**src/rtl/vga_scanout.sv**
```systemverilog
// vga_scanout: read-side consumer of the final video FIFO. Generates VGA
// raster timing from the pixel clock, pops one pixel per active cycle once
// aligned to a frame origin, and reports FIFO underflow.
//
// Ports:
//   clk           pixel clock
//   rst           synchronous active-high reset
//   rdempty, q    show-ahead FIFO status and head pixel {R,G,B}
//   rdreq         pop request (combinational, same-edge pop)
//   vga_r/g/b     registered pixel colour
//   vga_hs/vs     registered syncs, active low
//   vga_blank_n   registered, high in the active area
//   frame_start   registered one-cycle pulse for raster origin
//   underflow     sticky underflow flag
//   underflow_cnt saturating count of underflowed pixels
//   underflow_clr clears flag and count
module vga_scanout #(
  parameter int unsigned H_ACTIVE = 640,
  parameter int unsigned H_FP     = 16,
  parameter int unsigned H_SYNC   = 96,
  parameter int unsigned H_BP     = 48,
  parameter int unsigned V_ACTIVE = 480,
  parameter int unsigned V_FP     = 10,
  parameter int unsigned V_SYNC   = 2,
  parameter int unsigned V_BP     = 33,
  parameter logic [23:0] UF_COLOR = 24'hFF00FF,
  parameter int unsigned UF_CNT_W = 16
) (
  input  logic                clk,
  input  logic                rst,
  input  logic                rdempty,
  input  logic [23:0]         q,
  output logic                rdreq,
  output logic [7:0]          vga_r,
  output logic [7:0]          vga_g,
  output logic [7:0]          vga_b,
  output logic                vga_hs,
  output logic                vga_vs,
  output logic                vga_blank_n,
  output logic                frame_start,
  output logic                underflow,
  output logic [UF_CNT_W-1:0] underflow_cnt,
  input  logic                underflow_clr
);

  localparam int unsigned H_TOTAL = H_ACTIVE + H_FP + H_SYNC + H_BP;
  localparam int unsigned V_TOTAL = V_ACTIVE + V_FP + V_SYNC + V_BP;
  localparam int unsigned HW      = $clog2(H_TOTAL);
  localparam int unsigned VW      = $clog2(V_TOTAL);

  localparam logic [HW-1:0] H_LAST   = HW'(H_TOTAL - 1);
  localparam logic [HW-1:0] H_ACT    = HW'(H_ACTIVE);
  localparam logic [HW-1:0] HS_BEG   = HW'(H_ACTIVE + H_FP);
  localparam logic [HW-1:0] HS_END   = HW'(H_ACTIVE + H_FP + H_SYNC);
  localparam logic [VW-1:0] V_LAST   = VW'(V_TOTAL - 1);
  localparam logic [VW-1:0] V_ACT    = VW'(V_ACTIVE);
  localparam logic [VW-1:0] VS_BEG   = VW'(V_ACTIVE + V_FP);
  localparam logic [VW-1:0] VS_END   = VW'(V_ACTIVE + V_FP + V_SYNC);
  localparam logic [UF_CNT_W-1:0] CNT_MAX = '1;

  typedef enum logic {
    S_WAIT = 1'b0,
    S_RUN  = 1'b1
  } state_t;

  logic [HW-1:0] r_h_cnt;
  logic [VW-1:0] r_v_cnt;
  state_t        r_state;
  state_t        w_state_nxt;
  logic          w_active;
  logic          w_origin;
  logic          w_hs_n;
  logic          w_vs_n;
  logic          w_run;
  logic          w_uf_evt;
  logic [23:0]   w_pix;

  // Free-running raster counters
  always_ff @(posedge clk) begin
    if (rst) begin
      r_h_cnt <= '0;
      r_v_cnt <= '0;
    end else if (r_h_cnt == H_LAST) begin
      r_h_cnt <= '0;
      r_v_cnt <= (r_v_cnt == V_LAST) ? '0 : r_v_cnt + VW'(1);
    end else begin
      r_h_cnt <= r_h_cnt + HW'(1);
    end
  end

  assign w_active = (r_h_cnt < H_ACT) && (r_v_cnt < V_ACT);
  assign w_origin = (r_h_cnt == '0) && (r_v_cnt == '0);
  assign w_hs_n   = !((r_h_cnt >= HS_BEG) && (r_h_cnt < HS_END));
  assign w_vs_n   = !((r_v_cnt >= VS_BEG) && (r_v_cnt < VS_END));

  // State register
  always_ff @(posedge clk) begin
    if (rst) r_state <= S_WAIT;
    else     r_state <= w_state_nxt;
  end

  // Next state and pop/pixel decode; the WAIT->RUN cycle already behaves as RUN
  always_comb begin
    w_state_nxt = r_state;
    w_run       = 1'b0;
    rdreq       = 1'b0;
    w_uf_evt    = 1'b0;
    w_pix       = '0;
    case (r_state)
      S_WAIT: begin
        if (w_origin && !rdempty) begin
          w_state_nxt = S_RUN;
          w_run       = 1'b1;
        end
      end
      S_RUN:   w_run = 1'b1;
      default: w_state_nxt = S_WAIT;
    endcase
    // An empty slot is shown as UF_COLOR and skipped, never caught up
    if (w_run && w_active && !rst) begin
      rdreq    = !rdempty;
      w_uf_evt = rdempty;
      w_pix    = rdempty ? UF_COLOR : q;
    end
  end

  // Video outputs, all one cycle behind the counters
  always_ff @(posedge clk) begin
    if (rst) begin
      vga_r       <= '0;
      vga_g       <= '0;
      vga_b       <= '0;
      vga_hs      <= 1'b1;
      vga_vs      <= 1'b1;
      vga_blank_n <= 1'b0;
      frame_start <= 1'b0;
    end else begin
      {vga_r, vga_g, vga_b} <= w_pix;
      vga_hs      <= w_hs_n;
      vga_vs      <= w_vs_n;
      vga_blank_n <= w_active;
      frame_start <= w_origin;
    end
  end

  // Underflow flag and saturating count; a same-cycle event wins over clear
  always_ff @(posedge clk) begin
    if (rst) begin
      underflow     <= 1'b0;
      underflow_cnt <= '0;
    end else if (underflow_clr) begin
      underflow     <= w_uf_evt;
      underflow_cnt <= w_uf_evt ? UF_CNT_W'(1) : '0;
    end else if (w_uf_evt) begin
      underflow <= 1'b1;
      if (underflow_cnt != CNT_MAX) underflow_cnt <= underflow_cnt + UF_CNT_W'(1);
    end
  end

endmodule

```
**config.mk**
```make
export PLATFORM = sky130hd
export DESIGN_NAME = vga_scanout
export DESIGN_NICKNAME = d
export VERILOG_FILES = /design/src/rtl/vga_scanout.sv
export SDC_FILE = /design/constraint.sdc
export NUM_CORES = 1
export LEC_CHECK = 0
export ABC_CLOCK_PERIOD_IN_PS = 2600
export CORE_MARGIN = 1.5
export CORE_UTILIZATION = 45
export DETAILED_ROUTE_END_ITERATION = 8
export PLACE_DENSITY_LB_ADDON = 0.05
export SLEW_MARGIN = 20
export SYNTH_ARGS = -nofsm -noshare
export SYNTH_HDL_FRONTEND = slang
export SYNTH_SLANG_ARGS = --single-unit
export TNS_END_PERCENT = 10
```
**constraint.sdc**
```tcl
create_clock -name clk -period 2.6 [get_ports clk]
set_input_delay 0.52 -clock clk [delete_from_list [all_inputs] [get_ports clk]]
set_output_delay 0.52 -clock clk [all_outputs]
set_load 0.01 [all_outputs]
```
# Yosys cells after proc, flatten, opt, wreduce, memory -nomap -nowiden
# Index checks and enable logic that the tools add are counted.
# word_totals
reg_bits	66
input_bits	28
output_inout_bits	46
word_cells	58
# op_classes
n_bitwise	2
mux	13
add_sub_neg	3
eq_ne	3
n_reduce_logical	19
order_cmp	6
# op_table
operator	n
$mux W16	3
$mux W24	1
$add A10 B1 Y10 const B	2
$eq A10 B10 Y1 const B	2
$logic_not A10 Y1	2
$lt A10 B10 Y1 const B	2
$lt A10 B9 Y1 const B	2
$add A16 B1 Y16 const B	1
$ne A16 B16 Y1 const B	1
$ge A10 B10 Y1 const B	1
$ge A10 B9 Y1 const B	1
$mux W10	1
$logic_and A1 B1 Y1	7
$mux W1	7
$logic_not A1 Y1	4
$reduce_bool A2 Y1	2
$reduce_or A2 Y1	2
$reduce_or A3 Y1	1
$not A1 Y1	2
$pmux W1 S2	1
$reduce_and A2 Y1	1

# Longest topological paths before layout
# Gate-level depths: netlist (run 1).
# depth
ltp_word	10
depth_mapped	8
depth_no_buf	6

# Least setup slack after synthesis (run 1)
# No wires, ideal clock.
# synth_path
path_type	register to output
from	reg r_h_cnt[5]
to	out rdreq
stages_incl_launch_ff	6
arrival_ns	1.962
setup_slack_ns	0.118
required_time_ns	2.080
n_path_buf	1
cell_sequence	dfxtp_1 > or3_4 > nor4b_1 > a41oi_1 > clkbuf_1 > nor3b_1
# synth_between
elab_chain_len	8
word_cells_on_any_way	10
cone_classes	1 x order compare; 3 x mux; 6 x reduce/logical
# synth_rtl
item	line	text
start: declaration	66	logic [HW-1:0] r_h_cnt;
start signal: assignment	87	r_h_cnt <= r_h_cnt + HW'(1);
branches (longest 5 deep; another with $lt A10 B10 Y1)	--	
$logic_and A1 B1 Y1 * (2 in a row)	120	if (w_run && w_active && !rst) begin
$mux W1 *	120	
end: declaration	33	output logic rdreq,
# Every way passes the cells marked *.

# Worst setup path in the final report (run 1)
# layout_path
from	reg r_h_cnt[2]
to	out rdreq
# Same word-level chain as after synthesis.

==> impl_results.rst, run 1 <==
.. list-table::
   :header-rows: 1

   * - Metric
     - Value
   * - Net switching share of the total power
     - 23.0%
   * - Hold WC Path Type
     - register to register
   * - Detailed Route Iter0 Violations
     - 128
   * - Mapped cell area
     - 2800 sq um
   * - Synth area leaders
     - dfxtp_1, nor2_1, o21ai_0
   * - Area of all sequential standard cells
     - 1320 sq um
   * - Unrepaired setup endpoints after global routing
     - no
   * - Mean post-synth cell area
     - 8.73 sq um
   * - Worst Path Arrival
     - 1970 ps
   * - Placeable Area
     - 5960 sq um
   * - Number of input and output port buffers inserted
     - 73
   * - Number of flops mapped to enable cells by yosys
     - 0
   * - Post-detailed-route DRC marker count
     - 0
   * - Beginning of the critical path
     - r_h_cnt[2]
   * - Timing endpoint of the critical path
     - rdreq
   * - Register share of total power
     - 48.9%
   * - Syn nets
     - 354
   * - Iteration count of the initial detailed-routing pass
     - 4
   * - Endpoint of the worst register-to-register path
     - r_v_cnt[9]
   * - Worst path required time
     - 2080 ps
   * - Final Max Tran Viols
     - 0
   * - Antenna diode instance count
     - 0
   * - Leak pwr
     - 0.00142 uW
   * - Maximum operating frequency
     - 402 MHz
   * - Clock tree from TritonCTS
     - built
   * - Register-to-register path setup slack
     - 330 ps
   * - Layout cell share with drive strength beyond 1
     - 11.8%
   * - Post-detailed-route via-to-cell ratio
     - 5.46
   * - Internal power of the cells
     - 1670 uW
   * - Clk network pwr share
     - 40.2%
   * - Clock Latency Late Sink
     - 340 ps
   * - Final Wtd Congestion
     - 0.818
   * - Average wire length per cell after detail routing
     - 13.7 um
   * - Die Outline Area
     - 6710 sq um
   * - FILL cells
     - 523
   * - GRT Resource Usage Total
     - 22.1%
   * - Max Cap Viol
     - 0
   * - Gate count of the mapped netlist
     - 321
   * - Largest net degree at the start of global routing
     - 26
   * - Final setup margin
     - 115 ps
   * - Buffer depth of the longest clock path
     - 2
   * - Share of async-settable or async-resettable flops after synthesis
     - 0%
   * - Commonest cells in the netlist
     - dfxtp_1, nor2_1, o21ai_0
   * - Sum of routed wire length over all layers
     - 6720 um
   * - Total area of multi-input combinational cells
     - 1390 sq um
   * - Logic depth of the worst register-to-register path
     - 5
   * - Category of the most critical setup path
     - register to primary output
   * - HPWL after detailed placement
     - 4770 um
   * - H-Tree Depth
     - 3
   * - Combinational Power Share
     - 10.9%
   * - Worst Clk Skew
     - 9.75 ps
   * - Critical path capture point type
     - primary output
   * - Switching power summed over all nets
     - 498 uW
   * - Worst setup SP type
     - register
   * - # clock sinks
     - 66
   * - Clock slew seen by the registers of the worst setup and hold paths
     - 70 ps
   * - Count of nets after finishing
     - 444
   * - Antenna violations before repair
     - 0
   * - Distinct cell type count of the synthesized netlist
     - 41
   * - Clock buffers created by TritonCTS
     - 9
   * - Critical-path maximum fanout
     - 2
   * - Worst relative slew slack
     - 64.4%
   * - Result of the run
     - complete, no violations
   * - Post-synth top area cell
     - dfxtp_1
   * - Core Rows
     - 28
   * - Global route total overflow
     - 0
   * - Remaining antenna violation count
     - 0
   * - Wire length of the first global-routing pass
     - 11,400 um
   * - Tmin final
     - 2490 ps
   * - Via count of the first global-routing pass
     - 2,474
   * - Share of the clock period used by the worst path
     - 95.6%
   * - Final Hold Slack
     - 476 ps
   * - Post-synth top flop
     - dfxtp_1
   * - Maximum VDD drop
     - 344 uV
   * - Via count of the routed design
     - 2,682
   * - Overall power consumption
     - 2160 uW
   * - Effective utilization at floorplan
     - 47.1%
   * - Ratio of total power to cell area
     - 545 nW/um^2
   * - Critical register-to-register path startpoint
     - r_h_cnt[5]
   * - Final Hold Violating Endpoints
     - 0
   * - Share of synthesized area occupied by flip-flops and latches
     - 47.1%
   * - Area share of the leading cell type in the synthesized netlist
     - 47.1%
   * - Warnings from Yosys
     - 0
   * - Area Overhead vs Synth
     - 41.7%
   * - Setup WS pre-CTS
     - -61.8 ps
   * - Root buffer cell
     - clkbuf_8
   * - Die Span Y
     - 81.9 um
   * - Chip width
     - 81.9 um
   * - Worst Max-Slew Pin Slew
     - 534 ps
   * - Setup violators final
     - 0
   * - I/O pins
     - 74
   * - Most frequent cell after synthesis
     - dfxtp_1
   * - Number of storage elements in the synthesis netlist
     - 66
cell type report:
cell class / count / area share [%]
inverters: 13 / 1.23
multi-input cells: 225 / 35.1
flip-flops and latches: 66 / 33.3
clock buffers: 11 / 3.81
clock inverters: 5 / 1.32
well taps: 75 / 2.36
repair buffers: 96 / 22.9
worst min-delay path by stage:
stage / from / endpoint / slack (ps) / cells past startpoint
after floorplan: r_h_cnt[0] / r_h_cnt[0] / 440 / 1
after global placement: r_h_cnt[0] / r_h_cnt[0] / 460 / 1
after detailed placement: r_h_cnt[0] / r_h_cnt[0] / 470 / 1
after CTS: underflow / underflow / 480 / 2
after global routing: r_h_cnt[0] / r_h_cnt[0] / 510 / 1
final: underflow / underflow / 480 / 2
cells in the final DEF (no fill, tap or decap), types with 3 or more instances in the layout:
master           count
nand3_1             20
nor3_1              11
nand4_1             12
ha_1                 5
clkdlybuf4s50_1     72
nand2_1             10
or4_1                6
nor2_1              41
or3_1                5
o31ai_1              5
a21oi_1             18
xnor2_1              9
a31oi_1              3
clkinv_2             3
and3_1               8
clkbuf_8            11
nor4bb_1            10
nor4_1               7
inv_1               13
dfxtp_1             66
and4_1               6
buf_4               22
o21ai_0             21
critical path, cell delays in order (launching register included):
cell	delay, ps
dfxtp_1	310
or4_4	530
nor3_2	240
a41oi_2	160
nor3b_2	220
buf_2	170
through the flow:
stage	setup TNS (ps)	utilization, %	cells	instance area (sq um)
4_1_cts	0	66.6	491	3970
3_3_place_gp	-72.7	63.0	475	3750
6_report	0	66.7	491	3970
5_1_grt	0	66.7	491	3970
3_5_place_dp	-61.8	63.0	475	3750
2_1_floorplan	0	-	321	2800
power by group through the flow:
stage	Clock (uW)	Combinational (uW)	Sequential, uW
after floorplan	0	77.6	1100
final	871	236	1060
after global routing	940	256	1060
after global placement	0	232	1080
after detailed placement	0	234	1080
after CTS	885	237	1060
metal layers:
metal / vias to the layer above / GRT usage [%] / share of wire [%]
li1: 1359 / - / -
met2: 77 / 33.2 / 45
met3: 10 / 7.33 / 7.5
met5: - / 0 / 0
met4: 0 / 10.0 / 1.5
met1: 1236 / 28.7 / 46
state kept, by name, indices dropped and copies added (netlist names):
signal	cells
vga_g	8
r_h_cnt	10
underflow_cnt	16
vga_hs	1
vga_r	8
vga_b	8
vga_vs	1
frame_start	1
vga_blank_n	1
underflow	1
r_state	1
r_v_cnt	10
kinds of logic (layout without fill, tap and decap cells):
kind of cell	count (synthesis)	after routing	share of synthesized area, %
multiplexers	1	1	0.357
buffers and inverters	30	125	4.11
adder cells (fa/ha/maj)	5	5	2.23
flip-flops	66	66	47.1
XOR/XNOR	11	11	3.44
AND/OR/NAND/NOR	152	152	30.8
AO/OA/AOI/OAI	56	56	11.9
repair_timing:
item,CTS,global route
setup endpoints to repair,1,1
setup buffers,0,0
resized for setup,6,3
pin swaps,0,3
hold buffers,0,0
No activity file was read; power rests on OpenSTA's default activity.
==> inputs of run 2 (changes only) <==
--- a/config.mk
+++ b/config.mk
@@ -7,7 +7,8 @@
 export LEC_CHECK = 0
 export ABC_CLOCK_PERIOD_IN_PS = 2600
 export CORE_MARGIN = 1.5
-export CORE_UTILIZATION = 45
+export CORE_UTILIZATION = 48
+export CTS_CLUSTER_DIAMETER = 80
 export DETAILED_ROUTE_END_ITERATION = 8
 export PLACE_DENSITY_LB_ADDON = 0.05
 export SLEW_MARGIN = 20
==> impl_results.rst, run 2 (synthesis results as in run 1) <==
.. list-table::
   :header-rows: 1

   * - Metric
     - Value
   * - Internal power of the cells
     - 1710 uW (+2.8%)
   * - CP max stage delay
     - 550 ps (+20 ps)
   * - Clock tree from TritonCTS
     - built
   * - Clock Latency Late Sink
     - 340 ps (about the same)
   * - Core Rows
     - 27 (-3.6%)
   * - Clock slew seen by the registers of the worst setup and hold paths
     - 80 ps (about the same)
   * - Dpl cell area
     - 3770 sq um (+0.50%)
   * - Final Wtd Congestion
     - 0.818 (about the same)
   * - Sum of routed wire length over all layers
     - 7030 um (+4.5%)
   * - Maximum operating frequency
     - 416 MHz (+3.4%)
   * - Worst setup SP type
     - register
   * - Root buffer cell
     - clkbuf_8
   * - Worst path required time
     - 2080 ps (about the same)
   * - Unrepaired setup endpoints after global routing
     - no
   * - Commonest cells after routing, fill and taps aside
     - clkdlybuf4s50_1, dfxtp_1, nor2_1
   * - Global route total overflow
     - 0 (unchanged)
   * - Worst relative slew slack
     - 63.9% (-0.55 points)
   * - Final Hold Violating Endpoints
     - 0 (unchanged)
   * - Chip width
     - 79.4 um (-3.1%)
   * - Share of the clock period used by the worst path
     - 92.4% (-3.2 points)
   * - Clk network pwr share
     - 42.2% (+2.0 points)
   * - Hold WC Path Type
     - register to register
   * - Detailed Route Iter0 Violations
     - 158 (+23%)
   * - Post-detailed-route via-to-cell ratio
     - 5.54 (+1.5%)
   * - Final Max Tran Viols
     - 0 (unchanged)
   * - GRT Resource Usage Total
     - 23.8% (+1.7 points)
   * - Maximum VDD drop
     - 496 uV (+44%)
   * - Critical path capture point type
     - primary output
   * - Via count of the first global-routing pass
     - 2,571 (+3.9%)
   * - Placeable Area
     - 5570 sq um (-6.4%)
   * - Leak pwr
     - 0.00144 uW (+1.3%)
   * - Number of input and output port buffers inserted
     - 73 (unchanged)
   * - Setup violators final
     - 0 (unchanged)
   * - Buffer depth of the longest clock path
     - 2 (unchanged)
   * - Average wire length per cell after detail routing
     - 14.3 um (+4.5%)
   * - Largest registers ranked by flip-flop count
     - underflow_cnt (16), r_h_cnt (10), r_v_cnt (10)
   * - Worst Clk Skew
     - 8.17 ps (-1.58 ps)
   * - I/O pins
     - 74 (unchanged)
   * - Result of the run
     - complete, no violations
   * - Register share of total power
     - 47.3% (-1.6 points)
   * - Count of nets after finishing
     - 447 (+0.68%)
   * - Effective utilization at floorplan
     - 50.3% (+3.2 points)
   * - Post-route cell area
     - 4000 sq um (+0.72%)
   * - Antenna diode instance count
     - 0 (unchanged)
   * - Max Cap Viol
     - 0 (unchanged)
   * - Area Overhead vs Synth
     - 42.8%
   * - Worst Max-Slew Pin Slew
     - 542 ps (+8.22 ps)
   * - Die Span Y
     - 79.4 um (-3.1%)
   * - Iteration count of the initial detailed-routing pass
     - 4 (unchanged)
   * - Max reg flops
     - 16 (unchanged)
   * - List of cells traversed by the critical path
     - or4_1 -> nor3_2 -> a41oi_2 -> nor3b_2 -> buf_2
   * - Wire length of the first global-routing pass
     - 11,800 um (+3.9%)
   * - Via count of the routed design
     - 2,722 (+1.5%)
   * - # clock sinks
     - 66 (unchanged)
   * - Critical-path maximum fanout
     - 2 (unchanged)
   * - Tmin final
     - 2400 ps (-82.7 ps)
   * - H-Tree Depth
     - 3 (unchanged)
   * - Category of the most critical setup path
     - register to primary output
   * - Commonest non-fill, non-tap cell in the layout
     - clkdlybuf4s50_1
   * - Largest net degree at the start of global routing
     - 26 (unchanged)
   * - Net switching share of the total power
     - 23.4% (+0.34 points)
   * - Post-detailed-route DRC marker count
     - 0 (unchanged)
   * - Final-layout setup total negative slack
     - 0 ps (unchanged)
   * - Clock buffers created by TritonCTS
     - 9 (unchanged)
   * - Die Outline Area
     - 6310 sq um (-6.0%)
   * - Antenna violations before repair
     - 0 (unchanged)
   * - Combinational Power Share
     - 10.5% (-0.4 points)
   * - Worst Path Arrival
     - 1880 ps (-90 ps)
   * - Setup repair bufs after CTS
     - 0 (unchanged)
   * - Ratio of total power to cell area
     - 559 nW/um^2 (+2.5%)
   * - Critical path's slowest cell
     - or4_1
   * - Switching power summed over all nets
     - 522 uW (+4.8%)
   * - Layout cell share with drive strength beyond 1
     - 12.2% (+0.39 points)
   * - HPWL after detailed placement
     - 4940 um (+3.8%)
   * - Register ranked first by flip-flop count
     - underflow_cnt
   * - Remaining antenna violation count
     - 0 (unchanged)
==> run 2: power by group through the flow <==
stage,Clock (uW),Combinational (uW),Sequential (uW)
6_report,943,236,1060
5_1_grt,1000,259,1060
4_1_cts,963,238,1060
3_5_place_dp,0,235,1080
3_3_place_gp,0,233,1080
2_1_floorplan,0,77.6,1100
==> run 2: path summary, 6_finish.rpt <==
| kind | from | endpoint | slack, ps | cells past startpoint |
|---|---|---|---|---|
| worst min-delay path | underflow | underflow | 480 | 2 |
| worst max-delay path | r_h_cnt[2] | rdreq | 200 | 5 |
| worst min register to register | underflow | underflow | 480 | 2 |
| worst max register to register | r_h_cnt[5] | r_v_cnt[9] | 280 | 5 |
==> run 2: through the flow <==
step                      setup slack, ps  total power, uW  std cells  hold slack, ps  utilization (%)
after global placement              -41.3             1310        475             472             67.7
after floorplan                       118             1180        321             442                -
after detailed placement            -18.1             1320        475             479             67.7
after CTS                            4.98             2260        491             488             71.8
after global routing                 88.9             2320        491             518             71.8
final                                 197             2240        491             482             71.8
==> run 2: what timing repair did <==
action | CTS | global route
resized for setup | 6 | 2
hold buffers | 0 | 0
hold endpoints to repair | 0 | 0
gates cloned | 0 | 0
setup endpoints to repair | 1 | 1
==> run 2: critical path: cells and delay by family, from the launching register on <==
| kind | cells | cell delay [ps] |
|---|---|---|
| compound gates | 1 | 160 |
| buf+inv | 1 | 170 |
| flops | 1 | 310 |
| simple gates | 3 | 920 |
==> run 2: routing by layer <==
layer  up-vias  track usage [%]  part of all wire, %
met5         -                0                    0
met4         0             8.42                  1.2
met3        10             7.77                  8.6
met2       104             37.8                   46
met1      1253             30.3                   44
li1       1355                -                    -
==> run 2: area by class of cell <==
| class | count | area, sq um |
|---|---|---|
| well taps | 72 | 90.1 |
| clock buffers | 9 | 124 |
| inverters | 13 | 48.8 |
| fillers | 460 | 1570 |
| flip-flops and latches | 66 | 1320 |
| repair buffers | 99 | 933 |
| clock inverters | 7 | 93.8 |
| multi-input cells | 225 | 1390 |
